## src/rtl/layer_seq.sv

```systemverilog
// layer_seq: fully-connected layer of N_OUT neurons over N_IN inputs,
// evaluated by one shared 9x10 multiplier and 8-bit accumulator.
module layer_seq #(
   parameter int N_IN  = 10,
   parameter int N_OUT = 4
) (
   input  logic                 clk,
   input  logic                 rst_n,
   input  logic                 in_valid_i,
   output logic                 in_ready_o,
   input  logic [9*N_IN-1:0]    in_data_i,
   output logic                 out_valid_o,
   input  logic                 out_ready_i,
   output logic [8*N_OUT-1:0]   out_data_o,
   input  logic                 cfg_we_i,
   input  logic [7:0]           cfg_addr_i,
   input  logic [9:0]           cfg_wdata_i,
   output logic                 cfg_ready_o
);
   localparam int KW = N_IN > 1 ? $clog2(N_IN) : 1;
   localparam int JW = N_OUT > 1 ? $clog2(N_OUT) : 1;
   typedef enum logic [1:0] {IDLE, MAC, BIAS, DONE} state_t;
   state_t        state_q, state_d;
   logic [KW-1:0] k_q, k_d;
   logic [JW-1:0] j_q, j_d;
   logic [7:0]    acc_q, acc_d;
   logic [8:0]    in_v [N_IN];
   logic [8:0]    in_q [N_IN];
   logic [9:0]    w_q [N_OUT][N_IN];
   logic [7:0]    b_q [N_OUT];
   logic [7:0]    o_q [N_OUT];
   logic [17:0]   prod;
   logic [7:0]    sum;
   logic          accept, cfg_ok;
   genvar i;
   for (i = 0; i < N_IN; i++) begin : g_in
      assign in_v[i] = in_data_i[9*i +: 9];
   end
   for (i = 0; i < N_OUT; i++) begin : g_out
      assign out_data_o[8*i +: 8] = o_q[i];
   end
   assign in_ready_o  = state_q == IDLE;
   assign cfg_ready_o = state_q == IDLE;
   assign out_valid_o = state_q == DONE;
   assign accept      = in_valid_i && in_ready_o;
   assign cfg_ok      = cfg_we_i && cfg_ready_o;
   // Product kept modulo 2^18; only bits [17:10] reach the accumulator.
   assign prod = 18'($signed(in_q[k_q])) * 18'($signed(w_q[j_q][k_q]));
   assign sum  = acc_q + b_q[j_q];
   always_comb begin
      state_d = state_q;
      k_d     = k_q;
      j_d     = j_q;
      acc_d   = acc_q;
      case (state_q)
         IDLE: if (accept) begin
            state_d = MAC;
            k_d     = '0;
            j_d     = '0;
            acc_d   = '0;
         end
         MAC: begin
            acc_d   = acc_q + 8'(prod >> 10);
            k_d     = k_q + KW'(1);
            state_d = k_q == KW'(N_IN-1) ? BIAS : MAC;
         end
         BIAS: begin
            acc_d   = '0;
            k_d     = '0;
            j_d     = j_q + JW'(1);
            state_d = j_q == JW'(N_OUT-1) ? DONE : MAC;
         end
         DONE: state_d = out_ready_i ? IDLE : DONE;
         default: state_d = IDLE;
      endcase
   end
   always_ff @(posedge clk or negedge rst_n) begin
      if (!rst_n) begin
         state_q <= IDLE;
         k_q     <= '0;
         j_q     <= '0;
         acc_q   <= '0;
         for (int a = 0; a < N_OUT; a++) o_q[a] <= '0;
      end else begin
         state_q <= state_d;
         k_q     <= k_d;
         j_q     <= j_d;
         acc_q   <= acc_d;
         if (state_q == BIAS) o_q[j_q] <= sum;
      end
   end
   always_ff @(posedge clk) begin
      if (accept) in_q <= in_v;
   end
   // Exact address decode: anything past the last bias matches no register.
   always_ff @(posedge clk or negedge rst_n) begin
      if (!rst_n) begin
         for (int a = 0; a < N_OUT; a++) begin
            b_q[a] <= '0;
            for (int c = 0; c < N_IN; c++) w_q[a][c] <= '0;
         end
      end else if (cfg_ok) begin
         for (int a = 0; a < N_OUT; a++) begin
            if (cfg_addr_i == 8'(N_IN*N_OUT+a)) b_q[a] <= cfg_wdata_i[7:0];
            for (int c = 0; c < N_IN; c++)
               if (cfg_addr_i == 8'(a*N_IN+c)) w_q[a][c] <= cfg_wdata_i;
         end
      end
   end
endmodule

```

## config.mk

```make
export PLATFORM = sky130hd
export DESIGN_NAME = layer_seq
export DESIGN_NICKNAME = d
export VERILOG_FILES = /design/src/rtl/layer_seq.sv
export SDC_FILE = /design/constraint.sdc
export NUM_CORES = 1
export LEC_CHECK = 0
export ABC_CLOCK_PERIOD_IN_PS = 8200
export BUFFER_PORTS_ARGS = -buffer_cell sky130_fd_sc_hd__buf_2
export CORE_ASPECT_RATIO = 1.2
export CORE_MARGIN = 8
export CORE_UTILIZATION = 56
export DETAILED_ROUTE_END_ITERATION = 7
export GPL_TIMING_DRIVEN = 0
export PLACE_DENSITY = 0.87
export SYNTH_ARGS = -nofsm -noshare
export SYNTH_HDL_FRONTEND = slang
export SYNTH_SLANG_ARGS = --single-unit
```

## constraint.sdc

```tcl
create_clock -name clk -period 8.2 [get_ports clk]
set_clock_uncertainty 0.15 [all_clocks]
set_input_delay 0.82 -clock clk [delete_from_list [all_inputs] [get_ports clk]]
set_output_delay 0.82 -clock clk [all_outputs]
set_load 0.02 [all_outputs]
```

; ---- Word level (Yosys, flattened, before mapping)
; Index checks and enable logic that the tools add are counted.
; W data, S select, Z words.
[word_totals]
register_bits = 570
output_inout_bits = 35
mem_count = 0
romBits = 0
inputBits = 113
mem_bits_rw = 0
word_cells = 200
latchBits = 0
[op_classes]
n_div = 0
n_reduce_logical = 53
n_mux = 26
n_lt_le_gt_ge = 3
eq_ne = 49
n_shift = 0
n_mul = 1
addsub = 4
bitwise_logic = 2
[ops]
columns = cell, n
row1 = $bmux W100 S2, 1
row2 = $mux W100, 2
row3 = $eq A8 B5 Y1 const B, 16
row4 = $eq A8 B6 Y1 const B, 12
row5 = $reduce_and A2 Y1, 46
row6 = $eq A8 B4 Y1 const B, 8
row7 = $bmux W10 S4, 1
row8 = $bmux W9 S4, 1
row9 = $bwmux W32, 1
row10 = $eq A8 B3 Y1 const B, 4
row11 = $mux W8, 4
row12 = $pmux W8 S3, 1
row13 = $mux W10, 2
row14 = $mul A9 B10 Y18, 1
row15 = $mux W9, 2
row16 = $add A8 B8 Y8, 2
row17 = $bmux W8 S2, 1
row18 = $demux W8 S2, 1
row19 = $eq A8 B2 Y1 const B, 2
row20 = $pmux W4 S3, 1
row21 = $mux W2, 5
row22 = $eq A8 B1 Y1 const B, 1
row23 = $logic_not A8 Y1, 1
row24 = $pmux W2 S4, 1
row25 = other kinds (17), 21

; ---- Longest topological paths before layout
[logic_depth]
depth_word = 10
depth_mapped = 43
ltp_nobuf = 37

; ---- Worst setup path after synthesis
; Ideal clock, no wire load.
[synth_timing]
kind = flip-flop to flip-flop
start = register j_q[0]
end = register acc_q[7]
synth_period_minus_slack_ps = 8382
required_ps = 7979
stages_incl_launch_ff = 38
path_slack_ps = -182
arrival_time_ps = 8160
setup_ps = 71
path_buffers = 4
path_cell_list = dfrtp_1 buf_6 buf_6 buf_6 buf_2 mux4_2 mux4_2 a221oi_1 a21o_1 nor2_1 fa_1 inv_1 fa_1 inv_1 fa_1 fa_1 inv_1 fa_1 [... 2 more ...] o21a_1 o21ai_0 nand2_1 o21ai_0 inv_1 and3_1 nor2_1 ha_1 a21o_1 a21oi_1 o21bai_1 a21oi_1 o21bai_1 a21oi_1 xnor2_1 xnor2_2 mux2_4 nand4b_2
[synth_between]
elab_chain_cells = 10
[synth_lines]
columns = element, line
row1 = "start, declared", 25  ; logic [JW-1:0] j_q, j_d;
row2 = "start signal, assigned", 87  ; j_q <= j_d;
row3 = $not A2 Y3 (implied by the code), 48  ; assign prod = 18'($signed(in_q[k_q])) * 18'($signed(w_q[j_q][k_q]));
row4 = $bmux W100 S2, 48
row5 = $mux W100 (implied by the code) (2 in series), 48
row6 = $bmux W10 S4, 48
row7 = $mux W10 (implied by the code) (2 in series), 48
row8 = $mul A9 B10 Y18, 48
row9 = $add A8 B8 Y8, 63  ; acc_d = acc_q + 8'(prod >> 10);
row10 = $pmux W8 S3, 55  ; case (state_q)
row11 = "end signal, assigned", 82  ; acc_q <= '0;
row12 = "end signal, assigned", 88  ; acc_q <= acc_d;
row13 = "end, declared", 26  ; logic [7:0] acc_q, acc_d;
; No other way between the ends. The select of a mux whose other input is x is not followed.
; A chain may end at the register's enable or synchronous reset.

; ---- Worst setup path in the final report
; Same ends and word-level chain as after synthesis.

==> metrics.yaml <==
synth:
  synth_area_mm2: 0.0284
  syn_avg_cell_area_um2: 14.5
  yosysMostFrequentCell: "dfrtp_1"
  synth_top_area_share: 0.422
  synth_edf_count: 90
  synth-seq-cells: 570
  synth_top_area_cell: "dfrtp_1"
  synthArstFlopShare: 0.842
  yosysUniqueCellTypes: 60
  synth.area.top_cells: "dfrtp_1 42%, mux2_2 18%, mux4_2 10%, edfxtp_1 9.5%, fa_1 5.3%"
  seq_area_frac_synth: 0.517
  syn-num-nets: 2202
  synth_cells: 1962
  synth_top_flop_cell: "dfrtp_1"
  synth_common_cells: "480 x dfrtp_1, 449 x mux2_2, 164 x nand2_1"
  yosys_warnings: 0
worst_setup_path:
  critical-path-slowest-cell: "mux4_2"
  arrival_ps: 9160
  critical_path.max_stage_delay_ps: 550
  crit_type: "register to register"
  crit_required_ps: 8620
  cp_max_fo: 9
  worst_setup_path_start_kind: "register"
  reg2reg_depth: 36
  cp-startpoint: "j_q[0]"
  cp-end-kind: "register"
  cpMostUsedCell: "fa_1"
  regToRegStartpoint: "j_q[0]"
global_route:
  grt_pass1_vias: 21300
  grt_pass1_wl_um: 130000
  grtUsageTotal: 0.294
  grt_start_max_net_pins: 130
  grt_overflow_total: 0
  antenna_found_initial: 3
sta:
  slew_viol_final: 0
  fin_crit_ps: 8750
  setup-violations-final: 4
  setup_ws_ps: -546
  period_share: 1.07
  hold_viol_final: 0
  rsz0062_at_grt: "yes"
  timing.fmax_mhz: 114
  tightest_slew_ps: 1100
  relSlewSlack: 0.267
clocking:
  cts-root-buf: "clkbuf_16"
  cts_sinks: 570
  cts_max_level: 2
  cts_tree: "done"
  cts_buffer_depth: 3
  clk_latency_ps: 630
  path_clk_slew_ps: 70
  numCtsBuffers: 54
status:
  violations: "negative setup slack"
  status: "finished with violations"
drt:
  ant_nets: 0
  drt_iter0_drc: 2411
  via_count: 19400
  vias_per_cell: 6.66
  wirelength_um: 86200
  drc_errors: 0
  wl_per_cell_um: 29.7
  drtPass1Iterations: 8
place:
  place_ws_ps: -1980
  place.gp.congestion: 0.935
  placement.io_buffers: 142
  dp_hpwl_um: 55100
cells_and_area:
  area_growth_pct: 15.9
  postLayoutCoreUtil: 0.656
  fillers: 3214
  final_net_count: 2456
  layout-drive-gt1-share: 0.434
floorplanning:
  rows: 90
  die_h_um: 263
  start_util: 0.566
  die_w_um: 222
  dieArea_mm2: 0.0583
  core_mm2: 0.0502
  io_pins: 148
min_path:
  holdPathStages: 1
  hp-start: "in_data_i[44]"
  hold_path_class: "input port to register"
run:
  cap_violations: 0
==> stage by stage <==
stage | hold WS [ps] | area [um2] | std cells | TNS [ps]
after global placement | 310 | 30000 | 2748 | -1317560
after detailed placement | 315 | 30100 | 2753 | -9660
after global routing | 179 | 32900 | 2902 | -1630
final | 193 | 33000 | 2907 | -952
after CTS | 184 | 32800 | 2891 | -331
after floorplan | 320 | 28500 | 1962 | 0
==> area by class of cell <==
class	instances	area, um2	area share
flip-flops and latches	570	14700	0.446
multi-input cells	1191	13200	0.400
clock buffers	87	1680	0.0511
repair buffers	198	1330	0.0403
well taps	644	806	0.0244
plain buffers	105	752	0.0228
inverters	96	360	0.0109
clock inverters	9	100	0.00304
diodes	7	17.5	0.000531
==> final timing paths <==
| kind | slack (ps) | endpoint |
|---|---|---|
| setup / recovery | -550 | acc_q[7] |
| hold / removal | 190 | in_q[53] |
| setup reg to reg | -550 | acc_q[7] |
| hold reg to reg | 330 | out_data_o[19] |
| max in group asynchronous | 5350 | w_q[69] |
| min in group asynchronous | 480 | out_data_o[11] |
==> what timing repair did <==
item	in CTS	in global routing
hold buffers	1	0
endpoints found under the hold margin	20	0
endpoints found under the setup margin	8	6
pin swaps	20	26
setup buffers	38	9
gates resized for setup	127	34
cloned	3	0
==> kinds of logic (layout without fill, tap and decap cells) <==
| group | after synthesis | count (layout) | share of synthesized area |
|---|---|---|---|
| mux | 597 | 597 | 0.290 |
| flops | 570 | 570 | 0.517 |
| simple gates | 298 | 298 | 0.0454 |
| buf+inv | 201 | 495 | 0.0300 |
| compound gates | 141 | 141 | 0.0324 |
| fa+ha+maj | 127 | 127 | 0.0757 |
| xor+xnor | 28 | 28 | 0.00889 |
| other cells | 0 | 7 | 0 |
==> routing by layer <==
| metal | global-route usage | share of wire |
|---|---|---|
| met4 | 0.226 | 0.088 |
| met3 | 0.0826 | 0.099 |
| met5 | 0 | 0.00015 |
| met1 | 0.329 | 0.33 |
| met2 | 0.475 | 0.48 |
==> layout by cell type, fill, tap and decap left out, types with 53 or more instances in the layout <==
cell type    n
mux2_2     449
clkbuf_1    73
buf_2      142
mux4_2     132
nand2_1    163
edfxtp_1    90
dfrtp_1    478
fa_1        72
inv_1       86
buf_4       53
nor2_1      64
clkbuf_16   58
==> critical path, delay by kind of cell, from the launching register on <==
family | cells | cell delay, ps
fa+ha+maj | 7 | 2930
buf+inv | 9 | 1090
mux | 3 | 1370
simple gates | 4 | 700
compound gates | 11 | 1720
flops | 1 | 390
xor+xnor | 2 | 330
==> state kept, by name, indices dropped and copies added, names as in the netlist <==
| register | cells |
|---|---|
| in_q | 90 |
| acc_q | 8 |
| j_q | 2 |
| state_q | 2 |
| b_q | 32 |
| out_data_o | 32 |
| w_q | 400 |
| k_q | 4 |
Power is left out: the tool's default activity adds up to more than one toggle a clock period on the data nets, which glitch-free logic cannot reach.
